==> config.mk <==
export PLATFORM = sky130hd
export DESIGN_NAME = div_unit
export DESIGN_NICKNAME = d
export VERILOG_FILES = /design/src/rtl/div_unit_pkg.sv /design/src/rtl/div_unit.sv
export SDC_FILE = /design/constraint.sdc
export NUM_CORES = 1
export LEC_CHECK = 0
export ABC_AREA = 1
export CORE_UTILIZATION = 45
export DETAILED_ROUTE_END_ITERATION = 7
export SYNTH_ARGS = -nofsm -noshare
export SYNTH_HDL_FRONTEND = slang
export SYNTH_SLANG_ARGS = --single-unit
==> constraint.sdc <==
create_clock -name clk_i -period 5.7 [get_ports clk_i]
set_clock_uncertainty 0.2 [all_clocks]
set_input_delay 1.14 -clock clk_i [delete_from_list [all_inputs] [get_ports clk_i]]
set_output_delay 1.14 -clock clk_i [all_outputs]
set_load 0.02 [all_outputs]
==> src/rtl/div_unit_pkg.sv <==
// Shared CPU definitions used by the divider: operation encodings, FSM states and helpers.
package div_unit_pkg;

  typedef enum logic [1:0] {
    DIV_OP  = 2'b00,
    DIVU_OP = 2'b01,
    REM_OP  = 2'b10,
    REMU_OP = 2'b11
  } div_ctrl_e;

  typedef enum logic [1:0] {
    ST_IDLE = 2'b00,
    ST_CALC = 2'b01,
    ST_DONE = 2'b10
  } div_state_e;

  localparam int unsigned DIV_ITERS = 32;
  localparam int unsigned CNT_W     = 5;

  function automatic logic op_is_signed(input div_ctrl_e op);
    return (op == DIV_OP) || (op == REM_OP);
  endfunction

  function automatic logic op_is_rem(input div_ctrl_e op);
    return (op == REM_OP) || (op == REMU_OP);
  endfunction

endpackage

==> src/rtl/div_unit.sv <==
// Iterative 32-bit restoring divider (DIV/DIVU/REM/REMU), one quotient bit per clock.
//
// state   | meaning
// --------+-----------------------------------------------------------------
// ST_IDLE | ready for a request; ready_o=1
// ST_CALC | iterating on operand magnitudes, 32 edges
// ST_DONE | result on data_o, valid_o=1 for this one cycle
module div_unit
  import div_unit_pkg::*;
#(
  parameter int WIDTH = 32
) (
  input  logic             clk_i,
  input  logic             rst_i,
  input  logic             valid_i,
  input  logic [WIDTH-1:0] data1_i,
  input  logic [WIDTH-1:0] data2_i,
  input  logic [1:0]       DivCtrl_i,
  input  logic             flush_i,
  output logic             ready_o,
  output logic             valid_o,
  output logic [WIDTH-1:0] data_o
);

  div_state_e state, state_nxt;

  logic [CNT_W-1:0] cnt;
  logic [WIDTH-1:0] quo, rem, dvsr, data_q;
  div_ctrl_e        op_q;
  logic             neg_q, neg_r;

  div_ctrl_e        op_in;
  logic             in_signed, in_rem;
  logic             accept, div_zero, ovf, special;
  logic [WIDTH-1:0] abs_a, abs_b, special_res;

  logic [WIDTH:0]   rem_sh, diff;
  logic [WIDTH-1:0] step_q, step_r, result;

  // Request decode and early-out detection
  always_comb begin
    op_in       = div_ctrl_e'(DivCtrl_i);
    in_signed   = op_is_signed(op_in);
    in_rem      = op_is_rem(op_in);
    accept      = valid_i && (state == ST_IDLE) && !flush_i;
    div_zero    = (data2_i == '0);
    ovf         = in_signed && (data1_i == {1'b1, {(WIDTH-1){1'b0}}}) && (data2_i == '1);
    special     = div_zero || ovf;
    abs_a       = (in_signed && data1_i[WIDTH-1]) ? -data1_i : data1_i;
    abs_b       = (in_signed && data2_i[WIDTH-1]) ? -data2_i : data2_i;
    special_res = '0;
    if (div_zero)
      special_res = in_rem ? data1_i : '1;
    else
      special_res = in_rem ? '0 : data1_i;
  end

  // One restoring step; the remainder stays below the divisor, so W+1 bits suffice
  always_comb begin
    rem_sh = {rem, quo[WIDTH-1]};
    diff   = rem_sh - {1'b0, dvsr};
    step_q = {quo[WIDTH-2:0], ~diff[WIDTH]};
    step_r = diff[WIDTH] ? rem_sh[WIDTH-1:0] : diff[WIDTH-1:0];
    result = op_is_rem(op_q) ? (neg_r ? -step_r : step_r)
                             : (neg_q ? -step_q : step_q);
  end

  always_ff @(posedge clk_i or negedge rst_i) begin
    if (!rst_i) begin
      state <= ST_IDLE;
    end else begin
      state <= state_nxt;
    end
  end

  always_comb begin
    state_nxt = state;
    case (state)
      ST_IDLE: begin
        if (accept) state_nxt = special ? ST_DONE : ST_CALC;
      end
      ST_CALC: begin
        if (flush_i)         state_nxt = ST_IDLE;
        else if (cnt == '0)  state_nxt = ST_DONE;
      end
      ST_DONE: state_nxt = ST_IDLE;
      default: state_nxt = ST_IDLE;
    endcase
  end

  always_comb begin
    ready_o = (state == ST_IDLE);
    valid_o = (state == ST_DONE);
    data_o  = data_q;
  end

  // Datapath; data_q changes only on accept (early-out) or on the final iteration
  always_ff @(posedge clk_i or negedge rst_i) begin
    if (!rst_i) begin
      cnt    <= '0;
      quo    <= '0;
      rem    <= '0;
      dvsr   <= '0;
      op_q   <= DIV_OP;
      neg_q  <= 1'b0;
      neg_r  <= 1'b0;
      data_q <= '0;
    end else if (accept) begin
      cnt    <= CNT_W'(DIV_ITERS - 1);
      quo    <= abs_a;
      rem    <= '0;
      dvsr   <= abs_b;
      op_q   <= op_in;
      neg_q  <= in_signed && (data1_i[WIDTH-1] ^ data2_i[WIDTH-1]);
      neg_r  <= in_signed && data1_i[WIDTH-1];
      if (special) data_q <= special_res;
    end else if ((state == ST_CALC) && !flush_i) begin
      quo <= step_q;
      rem <= step_r;
      if (cnt == '0) data_q <= result;
      else           cnt    <= cnt - 1'b1;
    end
  end

endmodule

======== Word level (Yosys, flattened, before mapping) ========
Index checks and enable logic that the tools add are counted.
word-level totals
  flip-flop bits (word level) ............. 139
  RAM bits ................................ 0
  output and inout bits ................... 34
  memories ................................ 0
  ROM bits ................................ 0
  bits in latches ......................... 0
operators by class
  multiplexer cells ....................... 25
  div/mod/pow operators ................... 0
  add/subtract/negate cells ............... 6
  reduce and logical (&&, ||, !) cells .... 22
  bitwise logic cells ..................... 2
  equality and inequality tests ........... 12
  multiply operators ...................... 0
  shift-type cells ........................ 0
  order comparisons ....................... 0
operators with widths
  cell                                                                 count
  32-bit 2-to-1 mux                                                    17
  32-bit negator                                                       4
  32-bit == test (second input constant)                               2
  33-bit by 32-bit subtractor with 33-bit output                       1
  32-bit logical NOT                                                   1
  5-bit 2-to-1 mux                                                     3
  2-bit == test (second input constant)                                5
  1-bit logical AND                                                    8
  2-bit 2-to-1 mux                                                     4
  5-bit logical NOT                                                    1
  5-bit by 1-bit subtractor with 5-bit output (second input constant)  1
  2-bit logical NOT                                                    2
  1-bit logical OR                                                     4
  2-bit by 1-bit != test with 1-bit output (second input constant)     2
  2-bit one-hot mux with 2 select lines                                1
  2-bit AND reduction                                                  2
  2-bit nonzero test                                                   2
  3-bit != test (second input constant)                                1
  3-bit AND reduction                                                  1
  2-bit by 1-bit == test with 1-bit output (second input constant)     1
  2-bit != test (second input constant)                                1
  1-bit logical NOT                                                    1
  1-bit NOT                                                            1
  1-bit XOR                                                            1

======== Longest topological paths before layout ========
  word-level depth ........................ 8
  mapped depth ............................ 33

======== Least setup slack after synthesis ========
Ideal clock, no wire load.
  kind .................................... register to register
  from .................................... register quo[31]
  to ...................................... register data_q[30], in the netlist data_o[30]
  path buffers ............................ 2
  period minus slack after synthesis ...... 4.400 ns
  library setup time ...................... 0.077 ns
  required time ........................... 5.423 ns
  slack ................................... 1.300 ns
  arrival time ............................ 4.123 ns
  stages on the path, launching flop included .. 34
  path through ............................ dfrtp_1 -> inv_1 -> ha_1 -> fa_1 -> inv_1 -> nand2_1 -> nand2_1 -> nand3_1 -> nand2_1 -> nand2_1 -> nand2_4 -> nand2_4 -> nand2_4 -> nand2_4 -> nand2_4 -> buf_8 -> buf_12 -> ha_1 -> nand3_1 -> nor3_1 -> nand3_1 -> nor3_1 -> nand2_1 -> inv_1 -> nand2_1 -> o21ai_0 -> o21ai_0 -> inv_1 -> o21ai_0 -> a21oi_1 -> o21ai_0 -> nand2_1 -> nand2_1 -> a21oi_1
on the way
  cells in the longest elaborated chain, start to end .. 8
RTL lines
  element                                         RTL line                        text
  start: declaration                              div_unit.sv:28                  logic [WIDTH-1:0] quo, rem, dvsr, data_q;
  start signal: assignment                        div_unit.sv:110                 quo <= abs_a;
  start signal: assignment                        div_unit.sv:118                 quo <= step_q;
  33-bit by 32-bit subtractor with 33-bit output  div_unit.sv:61                  diff = rem_sh - {1'b0, dvsr};
  32-bit 2-to-1 mux or 1-bit NOT (tied branches)  div_unit.sv:63, div_unit.sv:62
  32-bit negator, on equally long branches        div_unit.sv:64, div_unit.sv:65
  32-bit 2-to-1 mux, on equally long branches     div_unit.sv:64, div_unit.sv:65
  32-bit 2-to-1 mux (*)                           div_unit.sv:64                  result = op_is_rem(op_q) ? (neg_r ? -step_r : step_r)
  32-bit 2-to-1 mux (*)                           div_unit.sv:120                 if (cnt == '0) data_q <= result;
  32-bit 2-to-1 mux (*)                           div_unit.sv:117                 end else if ((state == ST_CALC) && !flush_i) begin
  32-bit 2-to-1 mux (*)                           div_unit.sv:108                 end else if (accept) begin
  end signal: assignment                          div_unit.sv:116                 if (special) data_q <= special_res;
  end signal: assignment                          div_unit.sv:120
  end: declaration                                div_unit.sv:28
Mark *: on every way between the ends. The rest lies on a longest branch, timed or not. The select of a mux whose other input is x is not followed.
A chain may end at the register's enable or synchronous reset.

======== Worst setup path in the final report ========
  from .................................... register dvsr[0]
  to ...................................... register data_q[30], in the netlist data_o[30]
on the way
  cells in the longest elaborated chain, start to end .. 8
RTL lines
  element                                             RTL line                        text
  start: declaration                                  div_unit.sv:28
  start signal: assignment                            div_unit.sv:112                 dvsr <= abs_b;
  33-bit by 32-bit subtractor with 33-bit output (*)  div_unit.sv:61
  32-bit 2-to-1 mux or 1-bit NOT (tied branches)      div_unit.sv:63, div_unit.sv:62
  32-bit negator, on equally long branches            div_unit.sv:64, div_unit.sv:65
  32-bit 2-to-1 mux, on equally long branches         div_unit.sv:64, div_unit.sv:65
  32-bit 2-to-1 mux (*)                               div_unit.sv:64
  32-bit 2-to-1 mux (*)                               div_unit.sv:120
  32-bit 2-to-1 mux (*)                               div_unit.sv:117
  32-bit 2-to-1 mux (*)                               div_unit.sv:108
Marks and branches as above.

==> run metrics <==
post-synthesis async set-or-reset flop share=100%; die extent in x=172 µm; DR pass1 iterations=5; Yosys reg bits=138; Synth Area in Compound Gates=17.4%; drt total wl=45.8 mm; setup_tns=0 ns; clk slew on worst S/H paths=0.06 ns; FMAX=201 MHz; Net Count, Synth=2,157; Final Cell Area=14,800 µm²; Port-buffer cells=103; Ant. Diodes=0; Initial Utilization=46.2%; Detail Route met3 WL=3.77 mm; DP Area=14,100 µm²; vias in the first global route=12,700; crit share post-route=87.5%; CTS tree=done; worst min path class=reg2reg; Placer Congestion=0.975; num rows=61; core footprint=28,100 µm²; ANT nets after route=0; fraction of power spent switching nets=54.5%; Via density=5.51; DR vias=13,800; critical path start-end classification=reg2reg; Netlist Area Pre-Place=13,000 µm²; power share of the clock group=15.8%; status=finished, final reports clean; total global routing overflow=0; Synth Flop Type=dfrtp_1; Slew HR=32.5%; Logic pwr share=66.8%; Root Buffer=clkbuf_16; layout cells sized above 1=6.60%; post-CTS setup buffers=0; Max clock buf depth=2; Final setup viols=0; Net count, final=2,219; max-slew violation count=0; chip height=172 µm; Boundary Pins=104; number of synthesized flops with an enable pin=0; All-Layer GR Usage=32.6%; XOR/XNOR share of the synthesized area=5.20%; delay-heaviest family, CP=simple AND/OR/NAND/NOR gates; Power Total=0.00796 W; Final HPWL DP=34.9 mm; Final min period=4.99 ns; Seq/Total Area, Yosys=26.6%; placed cells=2,468; Net Sw Power=0.00434 W; critical path's slowest cell=fa_1; initial antenna violation count=2; CP peak stage delay=0.42 ns; max-cap violations=0; CTS Hold Bufs=0; maximum vdd drop=0.277 mV; final core utilization=52.7%; syn avg cell area=6.33 µm²; Syn Inst Count=2,047; LEAKAGE=7.23 nW; worst path bufs/invs=3; P_int=0.00362 W; drt drc=0; Synth warnings=0; non-filler instance count after layout=2,500; unrepaired setup endpoints after global routing=no; Max Used Layer=met4; H-tree depth=4; fillers=3,042; combinational family with the most area after synthesis=simple AND/OR/NAND/NOR gates; Avg WL per Cell=18.3 µm; Crit. End Element=register; Final Hold Vio Count=0; Detailed Route Iter0 Violations=1,343; CP max FO=8; Adder-Cell Fraction of Synth Area=3.99%; crit path DAT=5.16 ns; Clock Sinks=138; Skew-Pair Late Insertion Delay=0.45 ns; met2 routed wirelength=19.0 mm; largest net degree at the start of global routing=99; Pwr Density=538 nW/µm²; post-synthesis cell type count=55; Num CTS Buffers=17; WL met1=21.7 mm; Sequential Power Share=17.4%; Least-Margin Pin Slew=1.00 ns; post-CTS sizing=0; simple-gate share of the synthesized area=35.3%; mux contribution to synthesized area=0%; Worst Path Required=5.88 ns; first-pass GRT wire length=72.0 mm; area grow syn2layout=14.1%; most frequent CP cell=nand2_1; die area=29,500 µm²; Reg2Reg Setup Slack=0.71 ns; CP Launch Type=register
registers in the layout (all words and copies together) (netlist names):
register,cells
cnt,5
data_o,32
dvsr,32
neg_q,1
neg_r,1
op_q,1
quo,32
rem,32
state,2
cell usage after synthesis, types with 3 or more instances:
library cell	n	area share [%]
nand2_2	28	1.4
buf_1	4	0.12
buf_6	6	0.52
clkbuf_8	8	0.85
nand3_1	125	4.8
nor2_2	12	0.58
nand2_4	14	1.2
or2_2	4	0.19
xnor2_1	24	1.6
nand3b_1	7	0.41
inv_2	3	0.087
o31ai_1	3	0.17
o21bai_1	4	0.23
nor2_1	204	5.9
a21oi_1	99	3.8
ha_1	39	3.8
o21ai_2	5	0.34
o21ai_0	203	7.8
nand4_1	35	1.7
xor2_1	53	3.6
nor3_1	39	1.5
nor4_1	15	0.72
o211ai_1	13	0.75
buf_4	4	0.23
a31oi_1	16	0.77
clkinv_1	3	0.087
inv_1	262	7.6
a21o_1	4	0.23
o21ai_1	7	0.27
dfrtp_1	138	27
nand2_1	545	16
a21oi_2	12	0.81
clkbuf_1	48	1.4
o22ai_1	32	1.5
path summary, 6_finish.rpt:
| kind | startpoint | endpoint | cells past startpoint |
|---|---|---|---|
| setup / recovery | dvsr[0] | data_o[30] | 30 |
| hold reg to reg | dvsr[2] | dvsr[2] | 2 |
| setup reg to reg | dvsr[0] | data_o[30] | 30 |
| hold / removal | dvsr[2] | dvsr[2] | 2 |
| min in group asynchronous | rst_i | rem[18] | 1 |
| max in group asynchronous | rst_i | data_o[16] | 2 |
final cells by class:
cell class	count	area (µm²)	area share [%]
clock buffers	21	450	3.04
clock inverters	11	194	1.31
inverters	268	1010	6.80
multi-input cells	1565	8050	54.4
flip-flops and latches	138	3450	23.3
well taps	378	473	3.20
repair buffers	119	1160	7.87
placed cells by master (no fill, tap or decap), types with 3 or more instances in the layout:
master and n:
nand2_1 544, inv_1 262, nor2_1 204, o21ai_0 203
dfrtp_1 138, nand3_1 124, clkdlybuf4s50_1 102, a21oi_1 99
xor2_1 53, ha_1 39, nor3_1 38, nand4_1 35
o22ai_1 32, nand2_2 29, xnor2_1 24, clkbuf_16 17
a31oi_1 16, nor4_1 15, buf_4 15, nand2_4 14
o211ai_1 13, nor2_2 12, a21oi_2 12, nand3b_1 7
o21ai_1 7, o21ai_2 5, bufinv_16 5, a21o_1 4
o21bai_1 4, or2_2 4, inv_2 3, clkinv_1 3
nand3_4 3, nor3_2 3, o31ai_1 3, clkbuf_1 3
clkinv_4 3
per-stage QoR:
| stage | setup WS (ns) | hold WS, ns |
|---|---|---|
| after floorplan | 1.30 | 0.253 |
| after global placement | 0.754 | 0.268 |
| after detailed placement | 0.665 | 0.273 |
| after CTS | 0.647 | 0.289 |
| after global routing | 0.207 | 0.308 |
| final | 0.713 | 0.282 |
worst reg2reg max path, delay by kind of cell, from the launching register on:
family                   cells  cell delay, ns
AO/OA/AOI/OAI                6            1.06
adder cells (fa/ha/maj)      3            0.82
buffers and inverters        3            0.39
flip-flops                   1            0.39
AND/OR/NAND/NOR             18            2.08
layer usage:
metal / GRT usage, % / vias to the layer above
li1: - / 6791
met2: 47.0 / 533
met1: 47.2 / 6391
met5: 0 / -
met3: 6.83 / 58
met4: 12.2 / 0
power groups by stage:
stage	clock (W)	sequential [W]	combinational (W)
5_1_grt	0.00132	0.00141	0.00594
4_1_cts	0.00128	0.00138	0.00525
2_1_floorplan	0	0.00133	0.00393
6_report	0.00126	0.00139	0.00532
3_5_place_dp	0	0.00140	0.00522
3_3_place_gp	0	0.00139	0.00518
logic make-up (layout without fill, tap and decap cells):
group,after synthesis,after routing
flops,138,138
buf+inv,344,419
simple gates,1041,1041
xor+xnor,77,77
fa+ha+maj,41,41
compound gates,406,406
(Power assumes the default switching activity.)
==> RTL edit (same flow settings) <==
Set the parameter `WIDTH` to 48 (it was 32).
--- a/src/rtl/div_unit.sv
+++ b/src/rtl/div_unit.sv
@@ -10,3 +10,3 @@
 #(
-  parameter int WIDTH = 32
+  parameter int WIDTH = 48
 ) (
Interface: changed (resized data1_i, data2_i and data_o); port bits go from 104 to 152. No check against the original RTL was run, so the function may have changed too.
==> RTL edit against the original RTL <==
- die area is 55% higher
- worst hold slack better by 0.0020 ns
- synthesized area is 56% higher
- worst setup slack worse by 0.31 ns
- sequential cell count is 64 higher
- power is 63% higher
- design area is 56% higher
- routed wire length is 74% higher
- first-iteration DRC count is 71% higher
- critical endpoint is now data_o[32]$_DFFE_PN0P_
- highest routed layer unchanged
==> RTL edit: results (changes against the original RTL) <==
Run status
  • Status: completed

Clock network
  • Clock buffer depth: 3 (+1)
  • H-tree levels: 1 (-3)
  • # Post-CTS Setup Buffers: 0 (unchanged)
  • Total CTS buffers: 27 (+10)
  • PostCTS Resize Cnt: 0 (unchanged)
  • CTS root buffer: clkbuf_16
  • Later-pin clock latency in the skew report: 0.58 ns (+0.13 ns)
  • Reg clk slew, reported paths: 0.06 ns (about the same)

Hold path
  • Hold Crit Start: dvsr[7]$_DFFE_PN0P_
  • Min-delay worst type: flop to flop

Placed design
  • Dpl ws: 0.358 ns (-0.307 ns)
  • Placed instance area: 22100 um^2 (+57%)
  • Global placer's final weighted congestion: 1.02 (+4.8%)
  • Buffers added on ports: 151 (+47%)
  • DP HPWL: 62700 um (+80%)

GRT
  • First-pass GRT wire length: 122000 um (+69%)
  • Vias in the first global route: 20.7k (+63%)
  • Largest net degree at the start of global routing: 116 (+17%)
  • Initial antenna violation count: 0 (-2)
  • All-Layer GR Usage: 34.0% (+1.4 points)

Setup path
  • Top delay family on crit path: simple AND/OR/NAND/NOR gates
  • Crit-path max FO: 54 (+46)
  • Max incr delay on CP: 0.63 ns (+0.21 ns)
  • Crit path launch: quo[47]$_DFFE_PN0P_
  • CP max-delay cell: buf_4
  • Worst EP arrival: 5.58 ns (+0.42 ns)

Logic synthesis
  • Post-synthesis sequential area ratio: 25.0% (-1.7 points)
  • Synth warn: 0 (unchanged)
  • Top FF cell, synth: dfrtp_1
  • Synth unique cells: 61 (+11%)
  • Async set-reset flop share out of synthesis: 100% (unchanged)
  • Synth cell count leaders: nand2_1 (1000), inv_1 (457), nor2_1 (318)
  • Post-synth net total: 3518 (+63%)
  • Synth top area cells: dfrtp_1 (25%), nand2_1 (19%), inv_1 (8.5%)

Detailed routing
  • Final WL: 79900 um (+74%)
  • DRT Pass-1 Iters: 8 (+3)
  • Routed vias: 22.5k (+63%)
  • DRT iter0 DRCs: 2301 (+71%)

Power
  • Pleak: 11.7 nW (+61%)
  • VDD IR-drop max: 366 uV (+32%)

Final layout
  • Layout cells sized above 1: 6.51% (-0.086 points)
  • # nets final: 3608 (+63%)
  • Antenna cells: 0 (unchanged)
  • Fill cells: 4708 (+55%)

Timing
  • Max_slew headroom: 28.0% (-4.5 points)
RTL edit: through the flow:
| step | std cells | power [mW] |
|---|---|---|
| after floorplan | 3360 | 8.31 |
| after global placement | 4013 | 10.8 |
| after detailed placement | 4013 | 10.8 |
| after CTS | 4063 | 12.8 |
| after global routing | 4063 | 14.0 |
| final | 4063 | 12.9 |
RTL edit: worst paths after layout:
check	endpoint	cells after the start	slack, ns
hold reg to reg	dvsr[7]$_DFFE_PN0P_	2	0.28
setup reg to reg	data_o[32]$_DFFE_PN0P_	28	0.40
max in group asynchronous	data_o[1]$_DFFE_PN0P_	2	3.75
min in group asynchronous	rem[46]$_DFFE_PN0P_	1	0.51
hold / removal	dvsr[7]$_DFFE_PN0P_	2	0.28
setup / recovery	data_o[32]$_DFFE_PN0P_	28	0.40
RTL edit: layout make-up:
type                    count  area (um^2)  area share (%)
inverters                 484         1820            7.86
clock buffers              38          777            3.36
repair buffers            180         1760            7.60
multi-input cells        2555        12800            55.2
clock inverters            12          206           0.892
well taps                 592          741            3.20
flip-flops and latches    202         5060            21.8
RTL edit: logic make-up after synthesis:
group                    synth area share, %
AO/OA/AOI/OAI                           15.9
flip-flops                              25.0
AND/OR/NAND/NOR                         38.4
XOR/XNOR                                5.15
buffers and inverters                   12.1
adder cells (fa/ha/maj)                 3.50
RTL edit: power breakdown:
part,internal [mW],switching (mW),total [mW]
Clock,1.18,0.726,1.91
Sequential,1.73,0.325,2.05
Combinational,2.62,6.37,8.99
Total,5.52,7.43,12.9
RTL edit: metal layers:
| layer | track usage (%) | vias to the layer above | wire [um] |
|---|---|---|---|
| met1 | 49.8 | 10600 | 37300 |
| met2 | 53.2 | 892 | 35000 |
| met4 | 8.79 | 0 | 2080 |
| met5 | 0 | - | 0 |
| li1 | - | 10900 | - |
| met3 | 3.42 | 108 | 5560 |
